`config.mk`:
```
export PLATFORM = sky130hd
export DESIGN_NAME = spi_slave
export DESIGN_NICKNAME = d
export VERILOG_FILES = /design/src/rtl/spi_pkg.sv /design/src/rtl/spi_sync_edge.sv /design/src/rtl/spi_slave.sv
export SDC_FILE = /design/constraint.sdc
export NUM_CORES = 1
export LEC_CHECK = 0
export BUFFER_PORTS_ARGS = -buffer_cell sky130_fd_sc_hd__buf_2
export CAP_MARGIN = 20
export CORE_ASPECT_RATIO = 1.4
export CORE_UTILIZATION = 47
export CTS_CLUSTER_SIZE = 40
export DETAILED_ROUTE_END_ITERATION = 8
export GPL_ROUTABILITY_DRIVEN = 0
export PLACE_DENSITY = 0.66
export SYNTH_ARGS = -nofsm -noshare
export SYNTH_HDL_FRONTEND = slang
export SYNTH_SLANG_ARGS = --single-unit
```
`constraint.sdc`:
```
create_clock -name clk -period 1.7 [get_ports clk]
set_input_delay 0.17 -clock clk [delete_from_list [all_inputs] [get_ports clk]]
set_output_delay 0.17 -clock clk [all_outputs]
set_load 0.02 [all_outputs]
```
`src/rtl/spi_pkg.sv`:
```
// Shared types and constants for the SPI Mode 0 target.
package spi_pkg;
  localparam int SPI_BITS = 8;

  typedef logic [SPI_BITS-1:0] spi_byte_t;

  typedef enum logic {
    IDLE,
    ACTIVE
  } spis_state_t;
endpackage

```
`src/rtl/spi_sync_edge.sv`:
```
// Multi-flop synchroniser for an asynchronous pin with registered-history rise/fall detect.
module spi_sync_edge #(
  parameter int   STAGES  = 2,
  parameter logic RST_VAL = 1'b0
) (
  input  logic clk,
  input  logic rst_n,
  input  logic i_async,
  output logic o_sync,
  output logic o_rise,
  output logic o_fall
);
  logic [STAGES-1:0] r_sync;
  logic              r_prev;

  always_ff @(posedge clk or negedge rst_n) begin
    if (!rst_n) begin
      r_sync <= {STAGES{RST_VAL}};
      r_prev <= RST_VAL;
    end else begin
      r_sync <= {r_sync[STAGES-2:0], i_async};
      r_prev <= r_sync[STAGES-1];
    end
  end

  assign o_sync = r_sync[STAGES-1];
  assign o_rise = o_sync & ~r_prev;
  assign o_fall = ~o_sync & r_prev;
endmodule

```
`src/rtl/spi_slave.sv`:
```
// SPI Mode 0 target on the system clock; optional frame_err via SPI_SLAVE_FRAME_ERR_EN.
// IDLE   | deselected, MISO pad off, bit counter parked at 7
// ACTIVE | selected, shifting on synchronised SCLK edges
module spi_slave
  import spi_pkg::*;
#(
  parameter int        SYNC_STAGES = 2,
  parameter spi_byte_t DEFAULT_TX  = 8'hFF
) (
  input  logic      clk,
  input  logic      rst_n,
  input  logic      sclk,
  input  logic      cs_n,
  input  logic      mosi,
  output logic      miso,
  output logic      miso_oe,
  input  spi_byte_t tx_data,
  input  logic      tx_valid,
  output logic      tx_ready,
  output spi_byte_t rx_data,
  output logic      rx_valid,
`ifdef SPI_SLAVE_FRAME_ERR_EN
  output logic      frame_err,
`endif
  output logic      busy
);
  localparam logic [2:0] LAST_BIT = 3'(SPI_BITS - 1);

  spis_state_t r_state, w_state_nxt;

  logic                   w_sclk_s, w_sclk_rise, w_sclk_fall;
  logic                   w_cs_s, w_cs_rise, w_cs_fall;
  logic [SYNC_STAGES-1:0] r_mosi_sync;
  logic                   w_mosi_s;

  logic [2:0] r_bit_cnt;
  logic       r_reload;
  spi_byte_t  r_rx_shift, r_tx_shift, r_rx_data, r_hold;
  logic       r_hold_full, r_rx_valid, r_miso;
  logic       w_load, w_wr;
  spi_byte_t  w_load_byte;

  spi_sync_edge #(.STAGES(SYNC_STAGES), .RST_VAL(1'b0)) u_sclk_sync (
    .clk(clk), .rst_n(rst_n), .i_async(sclk),
    .o_sync(w_sclk_s), .o_rise(w_sclk_rise), .o_fall(w_sclk_fall)
  );

  spi_sync_edge #(.STAGES(SYNC_STAGES), .RST_VAL(1'b1)) u_cs_sync (
    .clk(clk), .rst_n(rst_n), .i_async(cs_n),
    .o_sync(w_cs_s), .o_rise(w_cs_rise), .o_fall(w_cs_fall)
  );

  always_ff @(posedge clk or negedge rst_n) begin
    if (!rst_n) r_mosi_sync <= '0;
    else        r_mosi_sync <= {r_mosi_sync[SYNC_STAGES-2:0], mosi};
  end
  assign w_mosi_s = r_mosi_sync[SYNC_STAGES-1];

  always_ff @(posedge clk or negedge rst_n) begin
    if (!rst_n) r_state <= IDLE;
    else        r_state <= w_state_nxt;
  end

  always_comb begin
    w_state_nxt = r_state;
    w_load      = 1'b0;
    case (r_state)
      IDLE: begin
        if (w_cs_fall) begin
          w_state_nxt = ACTIVE;
          w_load      = 1'b1;
        end
      end
      ACTIVE: begin
        if (w_cs_rise)                     w_state_nxt = IDLE;
        else if (w_sclk_fall && r_reload)  w_load      = 1'b1;
      end
      default: w_state_nxt = IDLE;
    endcase
  end

  assign w_load_byte = r_hold_full ? r_hold : DEFAULT_TX;
  // A write is only accepted into an empty hold, so it never races a load that empties it.
  assign w_wr        = tx_valid & ~r_hold_full;

  always_ff @(posedge clk or negedge rst_n) begin
    if (!rst_n) begin
      r_hold_full <= 1'b0;
      r_hold      <= '0;
    end else if (w_load && r_hold_full) begin
      r_hold_full <= 1'b0;
    end else if (w_wr) begin
      r_hold_full <= 1'b1;
      r_hold      <= tx_data;
    end
  end

  always_ff @(posedge clk or negedge rst_n) begin
    if (!rst_n) begin
      r_bit_cnt  <= LAST_BIT;
      r_reload   <= 1'b0;
      r_rx_shift <= '0;
      r_tx_shift <= '0;
      r_rx_data  <= '0;
      r_rx_valid <= 1'b0;
      r_miso     <= 1'b0;
    end else begin
      r_rx_valid <= 1'b0;
      if (w_load) begin
        r_tx_shift <= w_load_byte;
        r_miso     <= w_load_byte[SPI_BITS-1];
      end
      if (r_state == IDLE || w_cs_rise) begin
        r_bit_cnt <= LAST_BIT;
        r_reload  <= 1'b0;
      end else if (w_sclk_rise) begin
        r_rx_shift <= {r_rx_shift[SPI_BITS-2:0], w_mosi_s};
        if (r_bit_cnt == 3'd0) begin
          r_rx_data  <= {r_rx_shift[SPI_BITS-2:0], w_mosi_s};
          r_rx_valid <= 1'b1;
          r_bit_cnt  <= LAST_BIT;
          r_reload   <= 1'b1;
        end else begin
          r_bit_cnt <= r_bit_cnt - 3'd1;
        end
      end else if (w_sclk_fall) begin
        if (r_reload) begin
          r_reload <= 1'b0;
        end else begin
          r_tx_shift <= {r_tx_shift[SPI_BITS-2:0], 1'b0};
          r_miso     <= r_tx_shift[SPI_BITS-2];
        end
      end
    end
  end

`ifdef SPI_SLAVE_FRAME_ERR_EN
  logic r_bit_seen, r_frame_err, w_frame_err;

  // Tracks whether the current byte has seen any SCLK rise, so a deselect right at a boundary is clean.
  always_ff @(posedge clk or negedge rst_n) begin
    if (!rst_n)                              r_bit_seen <= 1'b0;
    else if (r_state == IDLE || w_cs_rise)   r_bit_seen <= 1'b0;
    else if (w_sclk_rise)                    r_bit_seen <= (r_bit_cnt != 3'd0);
  end

  assign w_frame_err =
      ((r_state == ACTIVE) && w_cs_rise &&
       ((r_bit_cnt != LAST_BIT) || (!r_reload && r_bit_seen))) ||
      ((r_state == IDLE) && w_cs_fall && w_sclk_s);

  always_ff @(posedge clk or negedge rst_n) begin
    if (!rst_n) r_frame_err <= 1'b0;
    else        r_frame_err <= w_frame_err;
  end

  assign frame_err = r_frame_err;

  logic w_unused;
  assign w_unused = w_cs_s;
`else
  logic w_unused;
  assign w_unused = w_cs_s ^ w_sclk_s;
`endif

  assign miso     = r_miso;
  assign miso_oe  = (r_state == ACTIVE);
  assign busy     = (r_state == ACTIVE);
  assign tx_ready = ~r_hold_full;
  assign rx_data  = r_rx_data;
  assign rx_valid = r_rx_valid;
endmodule

```
Yosys cells after proc, flatten, opt, wreduce, memory -nomap -nowiden --
Index checks and enable logic that the tools add are counted. Widths: inputs -> output; s select.
Word-level totals: register bits after elaboration 47, latch bits 0, memory bits (writable) 0, bits in read-only memories 0, output and inout port bits 13, logic and storage cells 70, memories kept 0
Operators by class: add/subtract/negate cells 1, $mul 0, divide/modulo/power cells 0, magnitude comparators 0, eq/ne operators 1, shifts and indexed selects 0, mux-type cells 29, bitwise operators 13, reduce and logical (&&, ||, !) cells 11
Operators by type and width (number):
- $mux 8 | 6
- $mux 1 | 18
- $mux 3 | 3
- $not 1->1 | 8
- $reduce_and 2->1 | 3
- $and 1x1->1 | 5
- $pmux 1 s2 | 2
- $reduce_bool 2->1 | 2
- $logic_not 3->1 | 1
- $ne 3x3->1 const B | 1
- $reduce_and 3->1 | 1
- $reduce_bool 3->1 | 1
- $sub 3x1->3 const B | 1
- $logic_and 1x1->1 | 2
- $logic_or 1x1->1 | 1

Longest topological paths before layout --
depth in word-level cells 11, mapped depth 6

Cells and area by module --
Synthesis repeated with hierarchy kept, for this count alone.
Second synthesis, totals: cell total of the unflattened synthesis 143, area total of the unflattened synthesis 1908.1 µm²
By module, submodules not included:
- spi_slave | instances 1, cells an instance 133, area each 1724.2 µm², sequential area each 1004.7 µm²
- spi_sync_edge (u_cs_sync) | instances 1, cells an instance 5, area each 93.8 µm², sequential area each 78.8 µm²
- spi_sync_edge (u_sclk_sync) | instances 1, cells an instance 5, area each 90.1 µm², sequential area each 75.1 µm²

Worst setup path after synthesis --
Ideal clock, no wire load.
path type flip-flop to flip-flop, from register u_cs_sync.r_sync[1], to register r_rx_data[0], in the netlist rx_data[0], arrival 1.481 ns, slack 0.094 ns, stages on the path, launching flop included 6, buffers on the path 1, period minus slack after synthesis 1.606 ns, cells stage by stage dfstp_2 inv_1 o211ai_4 or2_1 buf_6 mux2_4
Between the ends: longest elaborated chain between the ends 4
RTL lines:
- start, declared | line spi_sync_edge.sv:13 | logic [STAGES-1:0] r_sync;
- start signal, assigned | line spi_sync_edge.sv:18 | r_sync <= {STAGES{RST_VAL}};
- start signal, assigned | line spi_sync_edge.sv:21 | r_sync <= {r_sync[STAGES-2:0], i_async};
- $and 1x1->1 | line spi_sync_edge.sv:27 | assign o_rise = o_sync & ~r_prev;
- $logic_or 1x1->1 | line spi_slave.sv:113 | if (r_state == IDLE || w_cs_rise) begin
- $not 1->1 (no source line)
- $reduce_and 3->1 (no source line)
- end signal, assigned | line spi_slave.sv:119 | r_rx_data <= {r_rx_shift[SPI_BITS-2:0], w_mosi_s};
- end, declared | line spi_slave.sv:38 | spi_byte_t r_rx_shift, r_tx_shift, r_rx_data, r_hold;
No other way between the ends. A chain may end at the register's enable or synchronous reset.

Worst setup path after layout --
from register r_bit_cnt[0], to register r_rx_data[1], in the netlist rx_data[1]
Between the ends: longest elaborated chain between the ends 2
RTL lines:
- start, declared | line spi_slave.sv:36 | logic [2:0] r_bit_cnt;
- start signal, assigned | line spi_slave.sv:124 | r_bit_cnt <= r_bit_cnt - 3'd1;
- $logic_not 3->1 | line spi_slave.sv:118 | if (r_bit_cnt == 3'd0) begin
- $reduce_and 3->1 (no source line)
No other way between the ends.

==> results.md <==
- Worst Setup Start Kind: flop
- Cell row count: 26
- DR pass1 iterations: 4
- Synthesis-stage register bit count: 46
- Sw power: 767 µW
- Clock tree buffer depth: 2
- Outcome: complete, no violations
- First-pass GRT wire length: 5490 µm
- Commonest non-fill, non-tap cells in the layout: dfrtp_1 (40), buf_2 (26), inv_1 (24)
- Clock skew: 3.63 ps
- Max transition margin: 66.3%
- CTS tree: built
- Crit-path cells: inv_1 > ha_2 > nand2b_1 > or2_1 > buf_12 > mux2_4
- Number of placed instances, taps included: 221
- Reg power frac: 53.3%
- Combinational share of power: about a fifth
- Port Buffers: 26
- Clock transition at the registers of the reported paths: ~80 ps
- Post-Syn Nets: about 170
- Clk_lat worst skew: between 200 and 300 ps
- Post-Synth Adder-Cell Area: 1.34%
- Actual slew at the worst max-slew pin: 505 ps
- IO Pins: 27
- Initial DRC count: 26
- Cell variety after synth: 28
- Cts bufs inserted: 5
- Setup Viol. Count Final: 0
- GRT Total Usage: 17.0%
- Peak VDD IR: around 0.8 mV
- WS Path Type: flop to flop
- Post-DRT Antenna Nets: 0
- Simple-Gate Fraction of Synth Area: 7.75%
- Post-synthesis sequential area ratio: 61.9%
- Synth Instances: 151
- P_int: 2030 µW
- Worst path arrival time: 1840 ps
- Detail Placement HPWL: 2360 µm
- Final period util: 97.3%
- Total Power: 2800 µW
- Mean Syn Cell Area: ~12 µm²
- Global route overflow: 0
- Die area: 0.00424 mm²
- Crit-path max FO: 9
- Post-route DRC: 0
- Tmin final: 1650 ps
- Hold Fails Final Rpt: 0
- Xor-xnor portion of the synthesized cell area: 0%
- Layout Cells excl Fill: 235
- WL/cell: ~14 µm
- Critical path's largest stage delay: 550 ps
- Vias: 1243
- H-Tree Depth: 2
- Synth Warn #: 0
- Max_cap viols: 0
- Post-layout nets: 208
- Synth Area in Compound Gates: 11.6%
- Layout cells sized above 1: a little over a third
- Die extent in y: 76.7 µm
- Effective utilization at floorplan: 50.0%
- Post-synthesis mux area share: 10.6%
- Routed vias/inst: about 5.3
- Worst setup EP type: flop
- WP data required: between 1500 and 2000 ps
- Leak Pwr: 0.00118 µW
- Commonest non-fill, non-tap cell in the layout: dfrtp_1
- Area Growth Syn to Fin: 20.9%
- Fillers: 317
- Max-slew violations: 0
- Pin count of the biggest net entering global routing: 27
- Crit-path slowest cell: dfstp_2
- ANT cells: 0
- Worst hold path type: input pin to flop
- Post-Route WL: 3180 µm
- Flop-to-flop setup slack: 50 ps
- Die Width: 55.3 µm
- Initial antenna violation count: 0
- CTS root buf: clkbuf_8
- Main combinational cell family by area after synthesis: compound AO/OA/AOI/OAI gates
- Vias in the first global route: 1282
- Synthesized area: 0.00187 mm²
- CTS sink count: 46
- Core area: between 0.003 and 0.004 mm²
- Clock Power Share: a little over a quarter
- Net Sw Frac: 27.4%
- Max Clk Rate: 605 MHz
- Power Dens Cells: 1240 mW/mm²
==> path summary, 6_finish.rpt <==
| kind | from | cells after the start | endpoint |
|---|---|---|---|
| worst min register to register | u_sclk_sync.r_sync[0]$_DFF_PN0_ | 0 | u_sclk_sync.r_sync[1]$_DFF_PN0_ |
| worst max register to register | r_bit_cnt[0]$_DFFE_PN1P_ | 6 | rx_data[1]$_DFFE_PN0P_ |
| max in group asynchronous | rst_n | 3 | miso$_DFF_PN0_ |
| worst max-delay path | r_bit_cnt[0]$_DFFE_PN1P_ | 6 | rx_data[1]$_DFFE_PN0P_ |
| min in group asynchronous | rst_n | 2 | r_reload$_DFFE_PN0P_ |
| worst min-delay path | tx_data[2] | 3 | r_hold[2]$_DFFE_PN0P_ |
==> critical path, delay by kind of cell, from the launching register on <==
family,cells,cell delay [ps]
simple gates,2,290
flops,1,550
fa+ha+maj,1,200
buf+inv,2,210
mux,1,300
==> power groups by stage <==
stage                     clock network, µW  logic, µW  registers [µW]
after CTS                               775        567            1500
final                                   747        560            1490
after detailed placement                  0        555            1520
after global placement                    0        525            1500
after floorplan                           0        389            1500
after global routing                    807        634            1530
==> layout make-up <==
cell class                      instances  area (µm²)  share of cell area, %
Sequential cell                        46        1160                   51.2
Multi-Input combinational cell         76         588                   26.0
Timing Repair Buffer                   39         263                   11.6
Clock buffer                            8         110                   4.87
Inverter                               24        90.1                   3.98
Tap cell                               42        52.6                   2.32
==> stage by stage <==
step	cell area (µm²)	util [%]	setup TNS, ps	hold slack (ps)	setup slack, ps
floorplan	1870	-	0	-126	93.5
global placement	2090	56.0	0	160	110
detailed placement	2090	56.0	0	168	29.1
CTS	2240	60.0	0	64.1	4.76
global route	2260	60.5	-35.4	80.3	-16.0
finish	2260	60.5	0	76.0	45.8
==> timing repair <==
item,CTS,global route
hold buffers,4,0
endpoints found under the setup margin,0,8
hold endpoints to repair,17,0
setup buffers,0,2
gates resized for setup,0,1
==> synth_stat cells <==
cell | n | area (µm²)
a21oi_1 | 3 | 15.0
a222oi_1 | 7 | 70.1
a311oi_1 | 1 | 8.76
a32oi_1 | 1 | 8.76
buf_4 | 1 | 7.51
buf_6 | 2 | 22.5
clkbuf_1 | 2 | 7.51
dfrtp_1 | 40 | 1000
dfstp_2 | 6 | 158
ha_1 | 2 | 25.0
inv_1 | 24 | 90.1
mux2_2 | 7 | 78.8
mux2_4 | 8 | 120
nand2_1 | 12 | 45.0
nand2b_1 | 3 | 18.8
nand3_1 | 3 | 15.0
nand4b_1 | 1 | 8.76
nor2_1 | 4 | 15.0
nor2b_1 | 1 | 6.26
nor2b_2 | 1 | 8.76
nor3_1 | 1 | 5.00
nor3_2 | 1 | 10.0
o211ai_4 | 1 | 21.3
o21a_1 | 2 | 15.0
o21ai_0 | 10 | 50.1
o21ai_1 | 4 | 20.0
o21bai_1 | 1 | 7.51
or2_1 | 2 | 12.5
==> sequential cells by signal, summed over array words and instances (netlist names), 2 cells and up <==
| signal | cells |
|---|---|
| r_rx_shift | 7 |
| r_hold | 8 |
| u_sclk_sync.r_sync | 2 |
| rx_data | 8 |
| r_tx_shift | 7 |
| r_mosi_sync | 2 |
| u_cs_sync.r_sync | 2 |
| r_bit_cnt | 3 |
==> kinds of logic after synthesis <==
family          count (synthesis)
buf+inv                        29
flops                          46
simple gates                   29
fa+ha+maj                       2
mux                            15
compound gates                 30
==> routing by layer <==
metal	vias to the layer above	share of wire (%)	global-route usage [%]
met5	-	0	0
met4	0	3.6	11.0
met3	12	3.6	3.88
met2	34	54	31.0
met1	604	39	16.9
li1	593	-	-
(Power assumes the default switching activity.)
